## src/rtl/note_tone_gen.sv

```systemverilog
// note_tone_gen: square-wave tone stage for the piano play modes.
// Maps a note code and an octave mode to a buzzer square wave.
//
// Parameters:
//   CLK_HZ  system clock frequency in Hz, sets every half-period
//   CNT_W   half-period counter width, must hold the low-octave do
//
// Ports:
//   clk      in   1  system clock, rising edge
//   rst_n    in   1  synchronous active-low reset
//   note     in   4  0 = rest, 1..7 = do..si, 8..15 = rest
//   mode     in   2  00 low, 01 mid, 10 high, 11 mute
//   speaker  out  1  square-wave buzzer drive
//   playing  out  1  high while a tone is generated

module note_tone_gen #(
    parameter int CLK_HZ = 100_000_000,
    parameter int CNT_W  = 20
) (
    input  logic       clk,
    input  logic       rst_n,
    input  logic [3:0] note,
    input  logic [1:0] mode,
    output logic       speaker,
    output logic       playing
);

    // Mid-octave half-periods in clock cycles, truncated.
    localparam int HP_1 = CLK_HZ / (2 * 262);
    localparam int HP_2 = CLK_HZ / (2 * 294);
    localparam int HP_3 = CLK_HZ / (2 * 330);
    localparam int HP_4 = CLK_HZ / (2 * 349);
    localparam int HP_5 = CLK_HZ / (2 * 392);
    localparam int HP_6 = CLK_HZ / (2 * 440);
    localparam int HP_7 = CLK_HZ / (2 * 494);

    localparam logic [1:0] MODE_LOW  = 2'b00;
    localparam logic [1:0] MODE_MID  = 2'b01;
    localparam logic [1:0] MODE_HIGH = 2'b10;
    localparam logic [1:0] MODE_MUTE = 2'b11;

    // The low-octave do is the longest half-period in use.
    if ((longint'(HP_1) << 1) >= (longint'(1) << CNT_W)) begin : g_cnt_chk
        $error("note_tone_gen: CNT_W too small for low-octave do");
    end

    logic [3:0]       r_note_q;
    logic [1:0]       r_mode_q;
    logic [CNT_W-1:0] r_cnt;
    logic             r_speaker;
    logic             r_playing;

    logic [3:0]       w_note_d;
    logic [1:0]       w_mode_d;
    logic [CNT_W-1:0] w_cnt_d;
    logic             w_speaker_d;
    logic             w_playing_d;

    logic [CNT_W-1:0] w_hp_base;
    logic [CNT_W-1:0] w_hp;
    logic             w_change;
    logic             w_new_valid;
    logic             w_hp_done;

    // Base half-period of the captured note.
    always_comb begin
        w_hp_base = '0;
        case (r_note_q)
            4'd1:    w_hp_base = CNT_W'(HP_1);
            4'd2:    w_hp_base = CNT_W'(HP_2);
            4'd3:    w_hp_base = CNT_W'(HP_3);
            4'd4:    w_hp_base = CNT_W'(HP_4);
            4'd5:    w_hp_base = CNT_W'(HP_5);
            4'd6:    w_hp_base = CNT_W'(HP_6);
            4'd7:    w_hp_base = CNT_W'(HP_7);
            default: w_hp_base = '0;
        endcase
    end

    // Octave scaling; mute never reaches the counter.
    always_comb begin
        w_hp = '0;
        case (r_mode_q)
            MODE_LOW:  w_hp = w_hp_base << 1;
            MODE_MID:  w_hp = w_hp_base;
            MODE_HIGH: w_hp = w_hp_base >> 1;
            default:   w_hp = '0;
        endcase
    end

    assign w_change    = {note, mode} != {r_note_q, r_mode_q};
    assign w_new_valid = (note != 4'd0) && (note <= 4'd7)
                      && (mode != MODE_MUTE);
    assign w_hp_done   = (r_cnt == w_hp - CNT_W'(1));

    // Next-state logic. A change always restarts from phase 0,
    // which also covers a shorter half-period arriving mid-count.
    always_comb begin
        w_note_d    = r_note_q;
        w_mode_d    = r_mode_q;
        w_cnt_d     = r_cnt;
        w_speaker_d = r_speaker;
        w_playing_d = r_playing;
        if (w_change) begin
            w_note_d    = note;
            w_mode_d    = mode;
            w_cnt_d     = '0;
            w_speaker_d = 1'b0;
            w_playing_d = w_new_valid;
        end else if (r_playing) begin
            if (w_hp_done) begin
                w_cnt_d     = '0;
                w_speaker_d = ~r_speaker;
            end else begin
                w_cnt_d = r_cnt + CNT_W'(1);
            end
        end else begin
            w_cnt_d     = '0;
            w_speaker_d = 1'b0;
        end
    end

    // mode_q resets to mute so a held key restarts after reset.
    always_ff @(posedge clk) begin
        if (!rst_n) begin
            r_note_q  <= 4'd0;
            r_mode_q  <= MODE_MUTE;
            r_cnt     <= '0;
            r_speaker <= 1'b0;
            r_playing <= 1'b0;
        end else begin
            r_note_q  <= w_note_d;
            r_mode_q  <= w_mode_d;
            r_cnt     <= w_cnt_d;
            r_speaker <= w_speaker_d;
            r_playing <= w_playing_d;
        end
    end

    assign speaker = r_speaker;
    assign playing = r_playing;

endmodule
```

## config.mk

```make
export PLATFORM = sky130hd
export DESIGN_NAME = note_tone_gen
export DESIGN_NICKNAME = d
export VERILOG_FILES = /design/src/rtl/note_tone_gen.sv
export SDC_FILE = /design/constraint.sdc
export NUM_CORES = 1
export LEC_CHECK = 0
export CAP_MARGIN = 20
export CORE_MARGIN = 2
export CORE_UTILIZATION = 53
export CTS_CLUSTER_DIAMETER = 200
export DETAILED_ROUTE_END_ITERATION = 10
export PLACE_DENSITY = 0.72
export SETUP_SLACK_MARGIN = 0.3
export SKIP_LAST_GASP = 1
export SYNTH_ARGS = -nofsm -noshare
export SYNTH_HDL_FRONTEND = slang
export SYNTH_SLANG_ARGS = --single-unit
```

## constraint.sdc

```tcl
create_clock -name clk -period 9.15 [get_ports clk]
set_input_delay 1.83 -clock clk [delete_from_list [all_inputs] [get_ports clk]]
set_output_delay 1.83 -clock clk [all_outputs]
set_load 0.02 [all_outputs]
```

==> metrics <==
clock root buffer clkbuf_8; pre-CTS setup slack 4891 ps; residual DRC count 0; total non-filler cell area in the finished layout 2675 um^2; area of the mapped netlist about 2600 um^2; met1 usage between 30% and 40%; postcts setup bufs 0; standard-cell rows 25; crit path capture type flop; number of ports placed on the die boundary 10; Total Neg Setup Slack 0 ps; Crit path arrival time 4400 ps; antenna violations before repair 0; starting density of the core 54.40%; synthesized netlist net count 346; number of max-slew violations in the final report 0; Num CTS Buffers 3; HP Class flop to flop; wire length per cell after detailed routing 16.57 um; estimated wirelength of the detail-placed design 4.662 mm; clock transition at the register clock pins on the worst setup and hold paths after CTS 90 ps; GRT met2 Usage 38.44%; sequential cell area fraction in the yosys report ~22%; result of the run finished clean; maximum VDD drop approximately 0.12 mV; required time at the endpoint of the critical path a little over 9000 ps; Synth-to-Final Area Change 4.804%; clock sink total 28; CTS max path bufs 2; portion of the clock cycle consumed by the worst path in the final layout between 40% and 50%; min cycle time layout 4281 ps; critical path peak fanout 33; final setup violation count 0; fraction of layout cells with a size suffix above 1 4.587%; cell taking the most area after synthesis dfxtp_1; global-route wire length before repair 10.56 mm; ratio of routed vias to standard cells 6.441; GR Layer Usage met3 2.469%; type of the worst setup path flop to flop; synth top area cells dfxtp_1 (22%), xnor2_1 (7.2%), xor2_1 (6.2%), nor3_1 (5.5%), nand2_1 (3.7%); cell area reported after detailed placement around 2600 um^2; floorplan die height ~73 um; GR peak layer met2; maximum number of pins on one net before global-route repair 42; GR Overflow Total 0; TritonCTS clock tree yes; post-route antenna net violation count 0; number of warnings issued by yosys 0; number of enable flip-flop cells after synthesis 0; CTS H-tree depth 1; last weighted congestion value of the routability-driven placer 0.8478; die area 5387 um^2; Maximum Capacitance Violations 0; cell count after synthesis 336; total power per unit cell area 107.8 nW/um^2; number of distinct standard cells referenced by the synthesized netlist 66; slack of the critical path ~4900 ps; number of flip-flops and latches in the synthesized netlist 28; first-pass detailed-route iteration total 5; antenna diode count 0; slew at the pin closest to its max-slew limit approximately 1100 ps; iteration-0 DRC count of the detailed router 240; Final Hold Viols 0; global routing usage summed across all routing layers 24.66%; IO Port Bufs 9; Final Total Pwr 288.5 uW; headroom to the max-slew limit 29.84%; top flip-flop cell by instance count after synthesis dfxtp_1; CTS Hold Bufs 0; via count of the first global-routing pass 2157; unrepaired setup endpoints after global routing no; average footprint of a synthesized cell roughly 7.6 um^2; net count reported at finish between 300 and 400; Chip Width 73.40 um; vias 2454; clock insertion delay at the later pin of the skew report approximately 270 ps; highest clock rate 0.2336 GHz; static leakage 0.0008609 uW; sort of element at the start of the critical path flop; commonest cells after routing, fill and taps aside nor3_1 (28), dfxtp_1 (28), nand2_1 (25); Resized cells post-CTS 0; core area 4692 um^2; Clock Skew 2.860 ps; final wirelength 6.312 mm; share of Yosys cell area claimed by the top area cell type 21.96%; async set or reset register ratio after synthesis 0%
[final cells by class]
type	count	area (um^2)
well taps	54	67.56
multi-input cells	275	1826
inverters	6	22.52
clock buffers	3	41.29
flip-flops and latches	28	560.5
fillers	471	2017
repair buffers	14	127.6
clock inverters	1	30.03
[through the flow]
stage                     util, %  std cells  hold WS, ps
after floorplan                 -        336        474.6
after global placement      55.49        377        472.7
after detailed placement    55.49        377        508.0
after CTS                   57.01        381        521.3
after global routing        57.01        381        574.9
final                       57.01        381        515.7
[routing by layer]
metal	part of all wire [%]	up-vias
li1	-	1212
met1	46	1140
met2	46	85
met3	5.3	17
met4	2.6	0
met5	0	-
[flip-flops by register name, summed over array words and instances (netlist names)]
signal / count
r_cnt: 20
r_note_q: 4
r_mode_q: 2
playing: 1
speaker: 1
[cell families (layout without fill, tap and decap cells)]
kind of cell / count (synthesis) / in the layout / share of synthesized area (%)
flip-flops: 28 / 28 / 21.96
AND/OR/NAND/NOR: 154 / 154 / 34.17
buffers and inverters: 33 / 24 / 7.010
AO/OA/AOI/OAI: 79 / 79 / 22.11
multiplexers: 1 / 1 / 0.3922
XOR/XNOR: 39 / 39 / 13.38
adder cells (fa/ha/maj): 2 / 2 / 0.9802
[worst max-delay path: stages (launching register included)]
cell	delay (ps)
dfxtp_1	320
buf_4	280
nand2_1	260
or3_1	360
a31oi_1	300
inv_1	80
ha_1	320
xor2_1	120
o311ai_0	150
a31oi_1	170
o211ai_1	120
or4_1	600
a2111oi_4	920
nor3_1	120
[Yosys cell counts (2+ instances only)]
library cell / count
a211oi_1: 3
a31oi_1: 4
clkbuf_1: 8
nor2_1: 18
nand2b_1: 12
o2111ai_1: 3
dfxtp_1: 28
or2_2: 2
and3_1: 10
o21ai_1: 3
xnor2_1: 21
or3_1: 3
nand3_1: 7
a21oi_1: 13
buf_1: 2
inv_1: 6
nand4b_1: 4
a311o_1: 2
and3b_1: 2
buf_6: 5
and2_1: 6
o31ai_1: 3
nor2b_1: 11
xor2_1: 18
nand2_1: 25
a2111o_1: 2
nand3b_1: 2
a21o_1: 2
o21ai_0: 18
a211o_1: 3
nor4bb_1: 2
nand4_1: 4
nor3_1: 28
o221ai_1: 2
nor3b_1: 2
o21a_1: 2
ha_1: 2
o2111a_1: 2
nor4b_1: 3
buf_2: 11
or4_1: 5
o211ai_1: 2
o22ai_1: 2
[power breakdown]
| group | internal (uW) | total (uW) | switching [uW] |
|---|---|---|---|
| clock network | 58.6 | 96.5 | 37.9 |
| registers | 123 | 126 | 2.41 |
| logic | 27.6 | 66.1 | 38.6 |
[worst paths after layout]
check	cells past startpoint	slack, ps	startpoint	end
worst max-delay path	13	4870	r_note_q[2]	r_cnt[5]
worst min-delay path	2	520	speaker	speaker
worst max register to register	13	4870	r_note_q[2]	r_cnt[5]
worst min register to register	2	520	speaker	speaker
No activity file was read; power rests on OpenSTA's default activity.
==> edit, RTL diff (same settings) <==
Set the parameter `CNT_W` to 22 (it was 20).
--- a/src/rtl/note_tone_gen.sv
+++ b/src/rtl/note_tone_gen.sv
@@ -17,3 +17,3 @@
     parameter int CLK_HZ = 100_000_000,
-    parameter int CNT_W  = 20
+    parameter int CNT_W  = 22
 ) (
Behaviour: no difference found for any inputs over 10 cycles, from zero or initial values and one cycle with rst_n low; that may be too few to reach the edited logic, so the function may still have changed.
==> edit against the original RTL <==
Routed wire length down 4.4%. Combinational power hardly changed. Setup slack gained 0.56 ns. Cell count grew 4.5%. Clock skew up 0.012 ns. Design area is 4.1% higher. Critical path depth down 2. Area after synthesis is 3.0% higher. Sequential cell count increased by 2. Power grew 19%. Die area increased by 2.9%. Sequential share of layout area increased by 0.62 points.
==> edit: results (changes against the original RTL) <==
Status - finished clean
LEAKAGE - 0.934 nW (+8.5%)
Drt via density - 5.85 (-9.1%)
Post-detail-place hpwl - 4.32 mm (-7.3%)
Global router's overall resource usage - 24.0% (-0.70 points)
Clk slew on worst S/H paths - 0.06 ns (-0.03 ns)
Hold WS - 0.491 ns (-0.0248 ns)
Skew-Pair Late Insertion Delay - 0.30 ns (+0.03 ns)
Pre-CTS WS - 5.45 ns (+0.560 ns)
Top cells by area, synth - dfxtp_1 23%, xnor2_1 8.0%, nor2_1 5.9%
Crit-path max FO - 30 (-9.1%)
Sequential-to-total area share from yosys stat - 22.8% (+0.87 points)
Hold path start - playing
Vias in the first global route - 2119 (-1.8%)
Fraction of layout cells with a size suffix above 1 - 10.6% (+6.0 points)
Largest net degree at the start of global routing - 40 (-4.8%)
Worst Tran Pin Value - 0.859 ns (-0.193 ns)
Num CTS Buffers - 5 (+2)
Synth cell count leaders - 41 x nor2_1, 30 x dfxtp_1, 24 x xnor2_1
FF-to-FF End - r_cnt[18]
Hold Crit Endpoint - playing
Top Registers - r_cnt (22), r_note_q (4), r_mode_q (2)
Initial DRC count - 152 (-37%)
Layout Skew - 0.0149 ns (+0.0120 ns)
First-pass GRT wire length - 10.2 mm (-3.5%)
Detailed Route WL - 6.03 mm (-4.4%)
H-tree depth - 2 (+1)
Crit path DAT - 3.86 ns (-0.54 ns)
Worst Reg2Reg Path Length in Cells - 11 (-2)
Maximum vdd drop - 0.0984 mV (-18%)
Flop2flop setup slack - 5.43 ns (+0.56 ns)
edit: layout make-up:
cell class,count,area [um^2]
fillers,455,1970
multi-input cells,269,1820
flip-flops and latches,30,601
repair buffers,14,128
well taps,67,83.8
clock buffers,6,82.6
inverters,11,41.3
clock inverters,1,30.0
edit: worst max path at each step:
stage | start | endpoint | slack [ns]
after floorplan | mode[1] | r_cnt[17] | 6.25
after global placement | r_note_q[2] | r_cnt[5] | 5.53
after detailed placement | r_note_q[2] | r_cnt[12] | 5.45
after CTS | r_note_q[2] | r_cnt[12] | 5.42
after global routing | r_note_q[2] | r_cnt[9] | 5.11
final | r_note_q[2] | r_cnt[18] | 5.43
edit: cells by family (layout without fill, tap and decap cells):
logic type	after synthesis	in the layout	synth area share, %
AO/OA/AOI/OAI	74	74	22.3
AND/OR/NAND/NOR	152	152	31.7
buffers and inverters	34	32	8.04
XOR/XNOR	41	41	14.2
adder cells (fa/ha/maj)	2	2	0.951
flip-flops	30	30	22.8
edit: stage by stage:
| step | util (%) | cells |
|---|---|---|
| after floorplan | - | 333 |
| after global placement | 56.2 | 391 |
| after detailed placement | 56.2 | 391 |
| after CTS | 58.6 | 398 |
| after global routing | 58.6 | 398 |
| final | 58.6 | 398 |
edit: per-layer routing:
layer / GRT usage (%) / wire [um] / vias up
li1: - / - / 1185
met5: 0 / 0 / -
met2: 37.4 / 2760 / 54
met1: 32.6 / 2840 / 1076
met4: 8.73 / 150 / 0
met3: 5.15 / 288 / 15
edit: where the power goes:
group | total [W] | internal, W | switching (W)
Sequential | 0.000135 | 0.000132 | 0.00000269
Combinational | 0.0000660 | 0.0000281 | 0.0000379
Clock | 0.000141 | 0.0000871 | 0.0000542
Total | 0.000342 | 0.000247 | 0.0000947
edit: critical path, cell delays in order, from the launching register on:
cell     delay, ns
dfxtp_1       0.31
buf_4         0.30
and3b_1       0.26
nor4_1        0.47
o21ai_0       0.18
ha_1          0.27
xnor2_1       0.30
xor2_1        0.12
nor4_1        0.30
o31ai_2       0.18
o31ai_4       0.76
nor2_1        0.11
